$ cat src/rtl/fp_decode.sv
// rtl/fp_decode.sv - 8-bit float {S,E[2:0],F[3:0]} to 12-bit two's-complement linear converter
// Build option FPDEC_EARLY_EXIT_EN: leave SHIFT as soon as cnt reaches 0 instead of after 8 edges.
module fp_decode (
  input  logic        clk,
  input  logic        rst,
  input  logic [7:0]  in_fp,
  input  logic        in_valid,
  output logic        in_ready,
  output logic [11:0] out,
  output logic        out_valid,
  input  logic        out_ready,
  output logic        busy
);

  typedef enum logic [1:0] {IDLE, SHIFT, SIGN, DONE} state_t;

  state_t      state;
  state_t      state_nxt;
  logic [10:0] mag;
  logic [2:0]  cnt;
  logic        sgn;
  logic        shift_last;

`ifdef FPDEC_EARLY_EXIT_EN
  assign shift_last = (cnt == 3'd0);
`else
  // Counts SHIFT edges so every exponent sees the same 8-edge latency.
  logic [2:0] tick;
  assign shift_last = (tick == 3'd7);
`endif

  always_ff @(posedge clk or posedge rst) begin
    if (rst) state <= IDLE;
    else     state <= state_nxt;
  end

  always_comb begin
    state_nxt = state;
    in_ready  = 1'b0;
    out_valid = 1'b0;
    busy      = 1'b0;
    case (state)
      IDLE: begin
        in_ready = 1'b1;
        if (in_valid) state_nxt = SHIFT;
      end
      SHIFT: begin
        busy = 1'b1;
        if (shift_last) state_nxt = SIGN;
      end
      SIGN: begin
        busy      = 1'b1;
        state_nxt = DONE;
      end
      DONE: begin
        out_valid = 1'b1;
        if (out_ready) state_nxt = IDLE;
      end
      default: state_nxt = IDLE;
    endcase
  end

  always_ff @(posedge clk or posedge rst) begin
    if (rst) begin
      mag  <= 11'd0;
      cnt  <= 3'd0;
      sgn  <= 1'b0;
      out  <= 12'd0;
`ifndef FPDEC_EARLY_EXIT_EN
      tick <= 3'd0;
`endif
    end else begin
      case (state)
        IDLE: begin
          if (in_valid) begin
            mag  <= {7'd0, in_fp[3:0]};
            cnt  <= in_fp[6:4];
            sgn  <= in_fp[7];
`ifndef FPDEC_EARLY_EXIT_EN
            tick <= 3'd0;
`endif
          end
        end
        SHIFT: begin
          if (cnt != 3'd0) begin
            mag <= mag << 1;
            cnt <= cnt - 3'd1;
          end
`ifndef FPDEC_EARLY_EXIT_EN
          tick <= tick + 3'd1;
`endif
        end
        SIGN: begin
          // Negative zero falls out naturally: 0 - 0 = 0.
          out <= sgn ? (12'd0 - {1'b0, mag}) : {1'b0, mag};
        end
        default: ;
      endcase
    end
  end

endmodule
$ cat config.mk
export PLATFORM = sky130hd
export DESIGN_NAME = fp_decode
export DESIGN_NICKNAME = d
export VERILOG_FILES = /design/src/rtl/fp_decode.sv
export SDC_FILE = /design/constraint.sdc
export NUM_CORES = 1
export LEC_CHECK = 0
export CAP_MARGIN = 20
export CORE_ASPECT_RATIO = 0.5
export CORE_UTILIZATION = 30
export DETAILED_ROUTE_END_ITERATION = 10
export GPL_TIMING_DRIVEN = 0
export PLACE_DENSITY_LB_ADDON = 0.25
export SYNTH_ARGS = -nofsm -noshare
export SYNTH_HDL_FRONTEND = slang
export SYNTH_SLANG_ARGS = --single-unit
$ cat constraint.sdc
create_clock -name clk -period 3.6 [get_ports clk]
set_input_delay 0.54 -clock clk [delete_from_list [all_inputs] [get_ports clk]]
set_output_delay 0.54 -clock clk [all_outputs]
set_load 0.02 [all_outputs]
==> results.toml <==
[yosys]
ys_types = 31
yosys_warnings = 0
synth_top_area_frac = 0.473
synth_edf_count = 0
synth.area.top_cells = "dfrtp_1, ha_1, nand2_1, o21ai_0, mux2i_1"
synthTopCellsByCount = "dfrtp_1, nand2_1, o21ai_0"
syn_inst = 176
ys_seq_area_frac = 0.473
synth_nets = 198
synth_most_common_cell = "dfrtp_1"
syn-cell-area_um2 = 1690
ys_ff_latch = 32
synth_top_area_cell = "dfrtp_1"
synth_area_per_cell_um2 = 9.61
synthFlopType = "dfrtp_1"
async_reset_ff_frac = 1.00

[finish]
diodes = 0
drive_above_1_share = 0.0758
finalNetCount = 232
stdcell_count = 281
synthToLayoutAreaGrowth_pct = 30.3

[cts]
cts_hold_buf = 0
cts_resized = 0
cts_root_buffer = "clkbuf_16"
cts_setup_buffers = 0
clkSinkCount = 32
numCtsBuffers = 5
clk_pin_slew_ns = 0.05
cts_tree = "yes"
clk_latency_ns = 0.27
h-tree-depth = 2
cts_max_path_buffers = 2

[grt]
grt_pass1_vias = 1214
grt_usage = 0.135
globalRouteOverflowTotal = 0
grt_pass1_wl_um = 5860
grt_max_degree = 21
antenna_found_initial = 0

[power_and_ir_drop]
powerDensity_nw_per_um2 = 961
p_leak_nw = 0.958
peakVddDrop_mv = 0.308
p_sw_mw = 0.869
swShare = 0.410
power_frac_comb = 0.515
power.share.clock = 0.199
seqPwrFrac = 0.286
internal-power_mw = 1.25
total_power_mw = 2.12

[sta]
rsz0062_at_grt = "no"
skew_ns = 0.00640
fmax_mhz = 433
min_period_ns = 2.31
slew_violations = 0
tightestPinTransition_ns = 0.821
period_share = 0.641
timing.hold.ws_ns = 0.478
tns_ns = 0
relSlewSlack = 0.452
setup_viol = 0
hold_viol_final = 0
setup_ws_ns = 1.29

[run_status]
status = "finished clean"

[flow_run]
cap_violations = 0

[drt]
wl_met1_um = 1810
first_iter_violations = 44
viasPerCell = 4.72
met3WireLength_um = 125
firstDrtPassIters = 4
top_layer_used = "met4"
post-route-drc-count = 0
avgRoutedWirePerCell_um = 12.1
drt_wl_total_um = 3400
met2WireLength_um = 1420
vias = 1325
postRouteAntennaNets = 0

[placement]
io_buffers = 26
dp_hpwl_um = 2590
dp_cells = 273
place.gp.congestion = 0.743
pre_cts_ws_ns = 1.33

[die]
num_rows = 18
die_y_um = 55.1
ioPinCount = 27
fp.dieArea_um2 = 5960
initial_core_util = 0.327
die_w_um = 108
core_area_um2 = 5180

[worst_setup_path]
crit_slowest_cell = "clkdlybuf4s50_1"
critical-path-max-stage-delay_ns = 0.66
end_kind = "primary output"
worstPathMaxFanout = 7
worstPathCellList = "inv_1 > ha_1 > clkdlybuf4s50_1"
critPathKind = "flip-flop to primary output"
required_ns = 3.06
arrival_ns = 1.77
cp-start-kind = "flip-flop"

[min_path]
hold_path.class = "flip-flop to flip-flop"
[cell families (layout without fill, tap and decap cells)]
kind of cell             count (synthesis)  in the layout  share of synthesized area
XOR/XNOR                                 7              7                     0.0362
flip-flops                              32             32                      0.473
buffers and inverters                   21             56                     0.0466
AND/OR/NAND/NOR                         52             52                      0.148
AO/OA/AOI/OAI                           45             45                      0.166
adder cells (fa/ha/maj)                 10             10                     0.0740
multiplexers                             9              9                     0.0555
[power groups by stage]
| stage | sequential [mW] | clock (mW) | combinational, mW |
|---|---|---|---|
| floorplan | 0.674 | 0 | 0.683 |
| global placement | 0.611 | 0 | 1.08 |
| detailed placement | 0.615 | 0 | 1.10 |
| CTS | 0.611 | 0.431 | 1.11 |
| global route | 0.630 | 0.451 | 1.23 |
| finish | 0.607 | 0.421 | 1.09 |
[metrics by stage]
stage / instance area, um^2 / utilization
4_1_cts: 2200 / 0.426
3_5_place_dp: 2050 / 0.397
5_1_grt: 2200 / 0.426
3_3_place_gp: 2040 / 0.394
6_report: 2200 / 0.426
2_1_floorplan: 1690 / -
[state kept, by name, summed over array words and instances (netlist names)]
signal  flops
out        12
mag        11
cnt         3
tick        3
state       2
sgn         1
[layer usage]
layer  vias up  global-route usage
met5         -                   0
met4         0              0.0548
met1       631               0.184
met2        16               0.204
li1        673                   -
met3         5              0.0386
[path summary, 6_finish.rpt]
path	startpoint	end	slack, ns	cells past startpoint
min in group asynchronous	rst	state[1]$_DFFE_PP0P_	0.73	2
worst max register to register	state[0]$_DFFE_PP0P_	mag[3]$_DFFE_PP0P_	1.50	7
worst max-delay path	state[0]$_DFFE_PP0P_	in_ready	1.29	3
worst min-delay path	cnt[1]$_DFFE_PP0P_	cnt[1]$_DFFE_PP0P_	0.48	2
worst min register to register	cnt[1]$_DFFE_PP0P_	cnt[1]$_DFFE_PP0P_	0.48	2
max in group asynchronous	rst	mag[2]$_DFFE_PP0P_	2.30	3
[critical path, delay by kind of cell (launching register included)]
family	cells	cell delay (ns)
flip-flops	1	0.40
buffers and inverters	2	0.79
adder cells (fa/ha/maj)	1	0.32
[cell usage in the layout, fill, tap and decap left out, types with 5 or more instances in the layout]
master           count
mux2i_1              6
nand2_1             28
a21oi_1             11
dfrtp_1             32
o21ai_0             19
clkdlybuf4s50_1     26
clkbuf_1             7
inv_1               14
nor2_1              13
clkbuf_16            5
ha_1                10
xor2_1               6
[final cells by class]
| class | instances | area (um^2) |
|---|---|---|
| clock buffer | 7 | 143 |
| timing repair buffer | 27 | 275 |
| clock inverter | 1 | 7.51 |
| tap | 70 | 87.6 |
| buffer | 7 | 26.3 |
| inverter | 14 | 52.6 |
| sequential | 32 | 801 |
| fill | 508 | 2980 |
| multi-input combinational | 123 | 812 |
Power figures use the tool's default switching activity.
